==> config.mk <==
export PLATFORM = sky130hd
export DESIGN_NAME = overture_seq
export DESIGN_NICKNAME = d
export VERILOG_FILES = /design/src/rtl/overture_seq_pkg.sv /design/src/rtl/overture_cond_eval.sv /design/src/rtl/overture_seq.sv
export SDC_FILE = /design/constraint.sdc
export NUM_CORES = 1
export LEC_CHECK = 0
export ABC_AREA = 1
export CORE_MARGIN = 5
export CORE_UTILIZATION = 44
export DETAILED_ROUTE_END_ITERATION = 12
export GPL_TIMING_DRIVEN = 0
export HOLD_SLACK_MARGIN = 0.02
export PLACE_DENSITY = 0.86
export SETUP_SLACK_MARGIN = 0.02
export SLEW_MARGIN = 10
export SYNTH_ARGS = -nofsm -noshare
export SYNTH_HDL_FRONTEND = slang
export SYNTH_SLANG_ARGS = --single-unit
==> constraint.sdc <==
create_clock -name clk -period 2.4 [get_ports clk]
set_input_delay 0.36 -clock clk [delete_from_list [all_inputs] [get_ports clk]]
set_output_delay 0.36 -clock clk [all_outputs]
set_load 0.01 [all_outputs]
==> src/rtl/overture_seq_pkg.sv <==
// Shared types and encodings for the Overture fetch/execute sequencer.
// The class field is ir[7:6]; copy operands are ir[5:3] (src) and ir[2:0] (dst).
package overture_seq_pkg;

  typedef enum logic [1:0] {
    ST_IDLE  = 2'd0,
    ST_FETCH = 2'd1,
    ST_EXEC  = 2'd2
  } state_t;

  typedef enum logic [1:0] {
    CLS_IMM  = 2'd0,
    CLS_CALC = 2'd1,
    CLS_COPY = 2'd2,
    CLS_COND = 2'd3
  } cls_t;

  localparam logic [2:0] IO_REG       = 3'd6;
  localparam logic [2:0] RF_DST_IMM   = 3'd0;
  localparam logic [2:0] RF_DST_CALC  = 3'd3;

  localparam logic [1:0] RF_MUX_IMM   = 2'd0;
  localparam logic [1:0] RF_MUX_ALU   = 2'd1;
  localparam logic [1:0] RF_MUX_COPY  = 2'd2;

  // Condition codes: bit0 = zero term, bit1 = negative term, bit2 = invert.
  localparam logic [2:0] COND_NEVER   = 3'd0;
  localparam logic [2:0] COND_EQ      = 3'd1;
  localparam logic [2:0] COND_LT      = 3'd2;
  localparam logic [2:0] COND_LE      = 3'd3;
  localparam logic [2:0] COND_ALWAYS  = 3'd4;
  localparam logic [2:0] COND_NE      = 3'd5;
  localparam logic [2:0] COND_GE      = 3'd6;
  localparam logic [2:0] COND_GT      = 3'd7;

  function automatic cls_t decode_cls(input logic [7:0] ir);
    return cls_t'(ir[7:6]);
  endfunction

endpackage

==> src/rtl/overture_cond_eval.sv <==
// Condition evaluator shared in encoding with the core's condition unit:
// zero and sign tests on an 8-bit two's complement value, optionally inverted.
module overture_cond_eval (
  input  logic [2:0] cond,
  input  logic [7:0] val,
  output logic       taken
);

  logic is_zero;
  logic is_neg;

  assign is_zero = (val == 8'h00);
  assign is_neg  = val[7];
  assign taken   = cond[2] ^ ((cond[0] & is_zero) | (cond[1] & is_neg));

endmodule

==> src/rtl/overture_seq.sv <==
// Fetch/execute sequencer for the 8-bit Overture core: owns the PC and IR,
// fetches over a req/ack port and drives register-file, ALU and I/O handshakes.
module overture_seq
  import overture_seq_pkg::*;
#(
  parameter logic [7:0] RESET_PC = 8'h00
) (
  input  logic       clk,
  input  logic       rst,
  input  logic       run,
  output logic       imem_req,
  output logic [7:0] imem_addr,
  input  logic       imem_ack,
  input  logic [7:0] imem_data,
  input  logic [7:0] reg0_val,
  input  logic [7:0] reg3_val,
  output logic [2:0] rf_src,
  output logic [2:0] rf_dst,
  output logic       rf_wr_en,
  output logic [1:0] rf_mux,
  output logic [7:0] imm_data,
  output logic [2:0] alu_op,
  input  logic       io_in_valid,
  output logic       io_in_ready,
  output logic       io_out_valid,
  input  logic       io_out_ready,
  output logic       retired,
  output logic       idle
);

  state_t     state_reg;
  logic [7:0] pc_reg;
  logic [7:0] ir_reg;

  cls_t       cls;
  logic [2:0] copy_src;
  logic [2:0] copy_dst;
  logic       in_exec;
  logic       need_in;
  logic       need_out;
  logic       can_retire;
  logic       cond_hit;
  logic       taken;
  logic [7:0] pc_next;

  assign cls      = decode_cls(ir_reg);
  assign copy_src = ir_reg[5:3];
  assign copy_dst = ir_reg[2:0];
  assign in_exec  = (state_reg == ST_EXEC);

  // Only copies touching register 6 wait on the I/O port; everything else
  // retires in its single EXEC cycle.
  assign need_in    = (cls == CLS_COPY) && (copy_src == IO_REG);
  assign need_out   = (cls == CLS_COPY) && (copy_dst == IO_REG);
  assign can_retire = (!need_in || io_in_valid) && (!need_out || io_out_ready);

  overture_cond_eval u_cond_eval (
    .cond  (ir_reg[2:0]),
    .val   (reg3_val),
    .taken (cond_hit)
  );

  assign taken   = (cls == CLS_COND) && cond_hit;
  assign pc_next = taken ? reg0_val : pc_reg + 8'd1;

  assign imem_req  = (state_reg == ST_FETCH);
  assign imem_addr = pc_reg;
  assign idle      = (state_reg == ST_IDLE);
  assign retired   = in_exec && can_retire;

  always_comb begin
    rf_src       = 3'd0;
    rf_dst       = 3'd0;
    rf_mux       = RF_MUX_IMM;
    rf_wr_en     = 1'b0;
    imm_data     = 8'h00;
    alu_op       = 3'd0;
    io_in_ready  = 1'b0;
    io_out_valid = 1'b0;
    if (in_exec) begin
      case (cls)
        CLS_IMM: begin
          rf_dst   = RF_DST_IMM;
          rf_mux   = RF_MUX_IMM;
          imm_data = {2'b00, ir_reg[5:0]};
          rf_wr_en = 1'b1;
        end
        CLS_CALC: begin
          rf_dst   = RF_DST_CALC;
          rf_mux   = RF_MUX_ALU;
          alu_op   = ir_reg[2:0];
          rf_wr_en = 1'b1;
        end
        CLS_COPY: begin
          rf_src       = copy_src;
          rf_dst       = copy_dst;
          rf_mux       = RF_MUX_COPY;
          // Each side offers its handshake only once the other side can finish,
          // so a 6->6 copy completes both transfers in the same cycle.
          io_in_ready  = need_in && (!need_out || io_out_ready);
          io_out_valid = need_out && (!need_in || io_in_valid);
          rf_wr_en     = can_retire && (copy_dst < IO_REG);
        end
        default: begin
        end
      endcase
    end
  end

  always_ff @(posedge clk or negedge rst) begin
    if (!rst) begin
      state_reg <= ST_IDLE;
      pc_reg    <= RESET_PC;
      ir_reg    <= 8'h00;
    end else begin
      case (state_reg)
        ST_IDLE: begin
          if (run) begin
            state_reg <= ST_FETCH;
          end
        end
        ST_FETCH: begin
          // A fetch in flight always completes; run is only looked at on retire.
          if (imem_ack) begin
            ir_reg    <= imem_data;
            state_reg <= ST_EXEC;
          end
        end
        ST_EXEC: begin
          if (can_retire) begin
            pc_reg    <= pc_next;
            state_reg <= run ? ST_FETCH : ST_IDLE;
          end
        end
        default: begin
          state_reg <= ST_IDLE;
        end
      endcase
    end
  end

endmodule

Word level (Yosys, flattened, before mapping)
Cells that the tools add are included.

storage, ports and cells
  bits in registers = 18
  input port bits = 30
  output and inout port bits = 33
  word-level logic and storage cells = 60

operators by class
  add/sub/neg operators = 1
  $lt $le $gt $ge = 1
  eq/ne operators = 10
  muxes and demuxes = 22
  bitwise gates (word level) = 4
  reductions and logical operators = 19

operators with widths
  cell                                               number
  2-to-1 mux 3 bit                                   5
  2-to-1 mux 6 bit                                   2
  adder 8 x 1 -> 8 bit, second input constant        1
  logical AND 1 bit                                  8
  zero test 8 bit                                    1
  2-to-1 mux 2 bit                                   4
  2-to-1 mux 8 bit                                   1
  == test 2 bit, second input constant               3
  == test 3 bit, second input constant               2
  2-to-1 mux 1 bit                                   6
  one-hot mux 2 bit (3 select lines)                 1
  one-hot mux 3 bit (2 select lines)                 1
  == test 2 x 1 -> 1 bit, second input constant      2
  zero test 2 bit                                    2
  != test 2 x 1 -> 1 bit, second input constant      2
  one-hot mux 2 bit (2 select lines)                 1
  AND reduction 2 bit                                2
  less-than comparator 3 bit, second input constant  1
  AND reduction 3 bit                                1
  AND 1 bit                                          2
  zero test 1 bit                                    2
  logical OR 1 bit                                   2
  != test 2 bit, second input constant               1
  one-hot mux 1 bit (2 select lines)                 1
  other kinds (3)                                    3

Logic depth before layout (Yosys ltp)
Gate-level depths: netlist of run 1.

  depth in word-level cells = 8
  depth in mapped cells = 11
  mapped depth without buffers = 11

Modules after synthesis
A second synthesis of run 1 with hierarchy kept.

unflattened totals
  cells, all modules = 199
  area, all modules = 1,348.8 um2

by module, submodules not included
  module              times used  cells an instance  area each (um2)  seq. area each (um2)
  overture_seq        1           184                1,285.0          450.4
  overture_cond_eval  1           15                 63.8             0.0

Least setup slack after synthesis of run 1
OpenSTA, ideal clock, no wires.

  path type = reg-to-output
  start point = register ir_reg[6]
  end point = output port rf_wr_en
  arrival time = 1.416 ns
  required time = 2.040 ns
  path slack = 0.624 ns
  cell stages (with the launch flop) = 12
  buffers on the path = 0
  cell sequence = dfrtp_1 -> inv_1 -> ha_1 -> nand2_1 -> nor3_2 -> nand2_2 -> nand2_4 -> inv_2 -> nand3_1 -> nand2_1 -> nand2_1 -> nor2_1

on the way
  word-level cells in the longest chain between the ends = 8
  elaborated cells between the ends (all ways) = 14
  classes of those cells = eq/ne (2); mux (2); reduce/logical (10)

ends and longest elaborated chain
  what                                         line                                                        source
  start, declared                              overture_seq.sv:33                                          logic [7:0] ir_reg;
  start signal, assigned                       overture_seq.sv:125                                         ir_reg <= imem_data;
  == test 2 bit                                overture_seq.sv:53, overture_seq.sv:54, overture_seq.sv:81
  logical AND 1 bit, on equally long branches  overture_seq.sv:53, overture_seq.sv:54
  zero test 1 bit                              overture_seq.sv:55                                          assign can_retire = (!need_in || io_in_valid) && (!need_out || io_out_ready);
  logical OR 1 bit                             overture_seq.sv:55
  logical AND 1 bit                            overture_seq.sv:55
  logical AND 1 bit                            overture_seq.sv:102                                         rf_wr_en = can_retire && (copy_dst < IO_REG);
  one-hot mux 1 bit (2 select lines) *         overture_seq.sv:81                                          case (cls)
  2-to-1 mux 1 bit *                           overture_seq.sv:80                                          if (in_exec) begin
  end, declared                                overture_seq.sv:19                                          output logic rf_wr_en,

Every way passes the cells marked *; elsewhere a longest branch is shown, timed or not.

Worst setup path after layout of run 1
  start point = register state_reg[1]
  end point = output port rf_dst[1]

on the way
  word-level cells in the longest chain between the ends = 2

ends and longest elaborated chain
  what                    line                 source
  start, declared         overture_seq.sv:31   state_t state_reg;
  start signal, assigned  overture_seq.sv:132  state_reg <= run ? ST_FETCH : ST_IDLE;
  == test 2 bit           overture_seq.sv:49   assign in_exec = (state_reg == ST_EXEC);
  2-to-1 mux 3 bit        overture_seq.sv:80
  end, declared           overture_seq.sv:18   output logic [2:0] rf_dst,

Every way passes these cells.

==> flow_summary.json, run 1 <==
{
  "reg2reg_from": "ir_reg[7]",
  "rows": 20,
  "clkTransAtPathRegs_ns": 0.10,
  "pre_cts_slack_ns": -0.0780,
  "synth_common_cells": "41 x nand2_1, 28 x nor2_1, 25 x inv_1",
  "netlist_area_mm2": 0.00133,
  "cts_buffers": 3,
  "skew_ns": 0.0125,
  "maxCapViolCount": 0,
  "nets": 293,
  "ys_top_cells_by_area": "dfrtp_1 34%, nand2_1 12%, nor2_1 7.9%, inv_1 7.1%, ha_1 5.7%",
  "synth_ff_type": "dfrtp_1",
  "slew_headroom": 0.439,
  "status": "complete, no violations",
  "fin_ws_ns": 0.130,
  "final_cells": 288,
  "grt_overflow": 0,
  "period_share": 0.946,
  "numPlacedInstances": 281,
  "syn_avg_cell_area_um2": 7.10,
  "drt-pass1-iter-count": 5,
  "num_vias": 1387,
  "portBuffers": 60,
  "p_int_mw": 0.941,
  "die_area_mm2": 0.00422,
  "slowest_stage": "clkdlybuf4s50_1",
  "n_antenna_cell": 0,
  "rsz0062_at_grt": "no",
  "postCtsHoldBufs": 0,
  "fill_cells": 241,
  "path_delay_family": "buffers and inverters",
  "clk_latency_ns": 0.30,
  "clock.fmax_mhz": 441,
  "post-dp-hpwl_um": 2780,
  "seq_area_frac_synth": 0.339,
  "drtAntennaViolNets": 0,
  "ios": 63,
  "path_cells": "inv_2, nor2_4, inv_2, nor3_1, clkdlybuf4s50_1",
  "required_ns": 2.04,
  "ir_worst_vdd_v": 0.000540,
  "crit_top_cell": "inv_2",
  "antenna_found_initial": 0,
  "ys_async_sr_fraction": 1.00,
  "hold_class": "in2async",
  "grt_pass1_vias": 1299,
  "synthCells": 187,
  "startpoint": "state_reg[1]",
  "pwr-share-seq": 0.332,
  "clkSinkCount": 18,
  "grt_pass1_wl_um": 5970,
  "routedWlPerCell_um": 12.5,
  "yosys.area.top_type": "dfrtp_1",
  "hold_viol": 0,
  "die_h_um": 64.9,
  "synth_edf_count": 0,
  "startpoint_type": "flip-flop",
  "die_w_um": 64.9,
  "layout-drive-gt1-share": 0.133,
  "setup_viol": 0,
  "grt_max_degree": 19,
  "grt_usage": 0.181,
  "floorplan.initialDensity": 0.446,
  "clk_path_buf_depth": 2,
  "worstMarginPinSlew_ns": 0.838,
  "slew_viol_final": 0,
  "cts.htree.levels": 1,
  "synth_seq_cells": 18,
  "p_sw_frac": 0.443,
  "cts_tree": "built",
  "power.switching_mw": 0.748,
  "crit_fanout": 10,
  "core-area_mm2": 0.00298,
  "comb_power_share": 0.579,
  "ys_types": 29,
  "setup_tns_ns": 0,
  "end_kind": "output pin",
  "drc_errors": 0,
  "worst-path-buf-inv": 3,
  "critical_path_class": "reg2out",
  "slowest_delay_ns": 0.58,
  "min_period_ns": 2.27,
  "synth_top_area_share": 0.339,
  "vias_per_cell": 4.82,
  "p_leak_nw": 1.05,
  "rrSetupSlack_ns": 0.73,
  "drt-total-wl_um": 3610,
  "cts_root_buffer": "clkbuf_4",
  "drt_iter0_markers": 38,
  "power_frac_clock": 0.089,
  "yosysMostFrequentCell": "nand2_1",
  "arrival_ns": 1.91,
  "power.total_mw": 1.69,
  "ys_warn_count": 0,
  "powerDensity_mw_per_mm2": 825,
  "place.gp.congestion": 0.848,
  "area_growth_pct": 54.2
}
[layout make-up]
class | count | area, um2 | area share
sequential | 18 | 450 | 0.220
timing repair buffer | 64 | 634 | 0.310
multi-input combinational | 135 | 746 | 0.364
clock buffer | 3 | 22.5 | 0.0110
inverter | 31 | 129 | 0.0630
buffer | 4 | 23.8 | 0.0116
tap | 33 | 41.3 | 0.0202
[layer usage]
layer  wire length, um  vias to the layer above  global-route usage
met4                99                        0              0.0792
met2              1820                       39               0.314
met1              1480                      619               0.211
met5                 0                        -                   0
met3               217                        9              0.0433
li1                  -                      720                   -
[worst paths after layout]
check                          endpoint  cells past startpoint
max reg2reg                imem_addr[2]                     11
min in group clk           imem_addr[7]                      2
min reg2reg                imem_addr[7]                      2
max in group asynchronous  imem_addr[2]                      1
min                        state_reg[0]                      1
max                           rf_dst[1]                      5
[cells by family (layout without fill, tap and decap cells)]
kind of cell             after synthesis  after routing  synth area share
flip-flops                            18             18             0.339
adder cells (fa/ha/maj)                6              6            0.0565
buffers and inverters                 35            102             0.115
AND/OR/NAND/NOR                      109            109             0.400
XOR/XNOR                               6              6            0.0396
other                                  1              2           0.00282
AO/OA/AOI/OAI                         12             12            0.0471
[per-stage QoR]
step	hold WS (ns)	utilization	instance area, um2
global route	0.582	0.687	2050
CTS	0.542	0.677	2020
finish	0.528	0.687	2050
detailed placement	0.521	0.663	1970
floorplan	0.0644	-	1330
global placement	0.515	0.663	1970
[power by group through the flow]
stage / clock network, mW / logic (mW) / registers [mW]
global route: 0.169 / 1.10 / 0.589
floorplan: 0 / 0.549 / 0.580
global placement: 0 / 0.906 / 0.570
finish: 0.150 / 0.978 / 0.561
CTS: 0.151 / 0.957 / 0.565
detailed placement: 0 / 0.927 / 0.572
[placed cells by master, fill, tap and decap left out, types with 2 or more instances in the layout]
cell type | synthesis | routed
a21oi_1 | 10 | 10
buf_2 | 1 | 2
buf_4 | 2 | 6
clkbuf_4 | 0 | 3
clkdlybuf4s50_1 | 0 | 54
conb_1 | 1 | 2
dfrtp_1 | 18 | 18
dlymetal6s2s_1 | 0 | 4
ha_1 | 6 | 4
inv_1 | 25 | 24
inv_2 | 5 | 6
nand2_1 | 41 | 40
nand2_2 | 4 | 5
nand3_1 | 11 | 11
nand3_2 | 3 | 3
nand4_1 | 8 | 8
nor2_1 | 28 | 28
nor3_1 | 6 | 6
xnor2_1 | 3 | 3
xor2_1 | 3 | 3
[repair_timing]
action,in CTS,in global routing
resized for setup,8,6
buffers inserted,2,2
setup endpoints to repair,4,13
pin swaps,2,1
gates cloned,0,0
endpoints found under the hold margin,0,0
No activity file was read; power rests on OpenSTA's default activity.
==> inputs of run 2 (changes only) <==
- CORE_ASPECT_RATIO: not set -> 1.2
==> run 2 against run 1 <==
Against the previous run: via count up 1.5%; sequential cell count unchanged; worst setup slack better by 0.00082 ns; largest power group unchanged; sequential power up 2%; non-clock buffer count down 1; critical path depth up 7; highest routed layer unchanged; critical endpoint is now rf_wr_en; power down 0.26%.
==> flow_summary.json, run 2 (synthesized netlist as in run 1, its figures left out) <==
{
  "cts_tree": "built",
  "cts_buffers": 3,
  "ir_worst_vdd_v": 0.000531,
  "hold_class": "reg2reg",
  "clk_path_buf_depth": 2,
  "core-area_mm2": 0.00284,
  "fin_ws_ns": 0.131,
  "vias_per_cell": 4.89,
  "arrival_ns": 1.91,
  "die_area_mm2": 0.00422,
  "grt_usage": 0.182,
  "floorplan.initialDensity": 0.468,
  "rows": 21,
  "maxCapViolCount": 0,
  "fill_cells": 233,
  "final_common_cell": "clkdlybuf4s50_1",
  "layout_common_cells": "51 x clkdlybuf4s50_1, 40 x nand2_1, 28 x nor2_1",
  "cts.htree.levels": 1,
  "holdWs_ns": 0.543,
  "drt-pass1-iter-count": 4,
  "p_leak_nw": 1.11,
  "drt_iter0_markers": 61,
  "ios": 63,
  "place.gp.congestion": 0.811,
  "grt_max_degree": 19,
  "clkSinkCount": 18,
  "regArea_um2": 450,
  "hold_viol": 0,
  "n_antenna_cell": 0,
  "clock.fmax_mhz": 441,
  "postCtsHoldBufs": 0,
  "slew_headroom": 0.430,
  "cts_root_buffer": "clkbuf_4",
  "crit_fanout": 6,
  "period_share": 0.945,
  "status": "complete, no violations",
  "rsz0062_at_grt": "yes",
  "area_growth_pct": 54.6,
  "die_h_um": 70.2,
  "num_vias": 1408,
  "pre_cts_slack_ns": -0.0253,
  "nets": 292,
  "setup_viol": 0,
  "die_w_um": 60.1,
  "grt_pass1_vias": 1379,
  "startpoint_type": "flip-flop",
  "worstMarginPinSlew_ns": 0.852,
  "grt_overflow": 0,
  "required_ns": 2.04,
  "grt_pass1_wl_um": 6050,
  "clkTransAtPathRegs_ns": 0.10,
  "end_kind": "output pin",
  "drt-total-wl_um": 3630,
  "critical_path_class": "reg2out",
  "drc_errors": 0,
  "multi_input_area_um2": 746,
  "clk_latency_ns": 0.29,
  "portBuffers": 60,
  "min_period_ns": 2.27,
  "powerDensity_mw_per_mm2": 821,
  "routedWlPerCell_um": 12.6,
  "slew_viol_final": 0,
  "drtAntennaViolNets": 0,
  "skew_ns": 0.00372,
  "post-dp-hpwl_um": 2820,
  "layout-drive-gt1-share": 0.130,
  "antenna_found_initial": 0
}
-- run 2: cell types whose count changed in the layout (fill, tap and decap cells not counted) --
cell	delta
buf_4	-1
buf_2	-1
dlygate4sd2_1	-1
dlymetal6s2s_1	+4
clkdlybuf4s50_1	-3
clkbuf_2	+1
-- run 2: routing by layer --
metal | global-route usage | up-vias | wire length, um
met2 | 0.302 | 60 | 1750
met5 | 0 | - | 0
li1 | - | 718 | -
met3 | 0.0534 | 4 | 363
met1 | 0.224 | 626 | 1480
met4 | 0.0468 | 0 | 39
-- run 2: worst paths after layout --
check                             start            to  slack, ns  cells past startpoint
setup / recovery              ir_reg[6]      rf_wr_en       0.13                     12
hold / removal             imem_addr[1]  imem_addr[1]       0.54                      2
setup reg to reg              ir_reg[6]  imem_addr[5]       0.68                     10
hold reg to reg            imem_addr[1]  imem_addr[1]       0.54                      2
max in group asynchronous           rst     ir_reg[5]       1.33                      1
min in group asynchronous           rst  imem_addr[5]       0.55                      1
-- run 2: power by group --
part / internal (mW) / switching (mW)
registers: 0.427 / 0.145
logic: 0.452 / 0.510
clock network: 0.0583 / 0.0912
-- run 2: worst max-delay path: stages (launching register included) --
cell      delay, ns
dfrtp_1        0.43
inv_2          0.11
ha_4           0.18
nand2_1        0.08
nor3_2         0.22
nand2_2        0.10
nand2_4        0.10
inv_2          0.04
nand3_1        0.06
nand2_1        0.05
nand2_1        0.05
nor2_1         0.05
clkbuf_2       0.15
-- run 2: layout make-up --
cell class / count / area share
timing repair buffer: 63 / 0.311
buffer: 4 / 0.0116
tap: 34 / 0.0207
inverter: 31 / 0.0628
multi-input combinational: 135 / 0.363
sequential: 18 / 0.220
clock buffer: 3 / 0.0110
-- run 2: stage by stage --
| step | utilization | TNS (ns) | instances | instance area, um2 | power, mW |
|---|---|---|---|---|---|
| 3_3_place_gp | 0.696 | -0.00371 | 282 | 1970 | 1.48 |
| 2_1_floorplan | - | 0 | 188 | 1330 | 1.13 |
| 5_1_grt | 0.723 | -0.0522 | 288 | 2050 | 1.83 |
| 3_5_place_dp | 0.696 | -0.0253 | 282 | 1970 | 1.50 |
| 4_1_cts | 0.710 | -0.00507 | 286 | 2020 | 1.68 |
| 6_report | 0.723 | 0 | 288 | 2050 | 1.68 |
-- run 2: repair_timing --
action	CTS	global route
buffers inserted	1	2
pin swaps	1	3
setup endpoints to repair	4	15
gates resized for setup	4	12
endpoints found under the hold margin	0	0
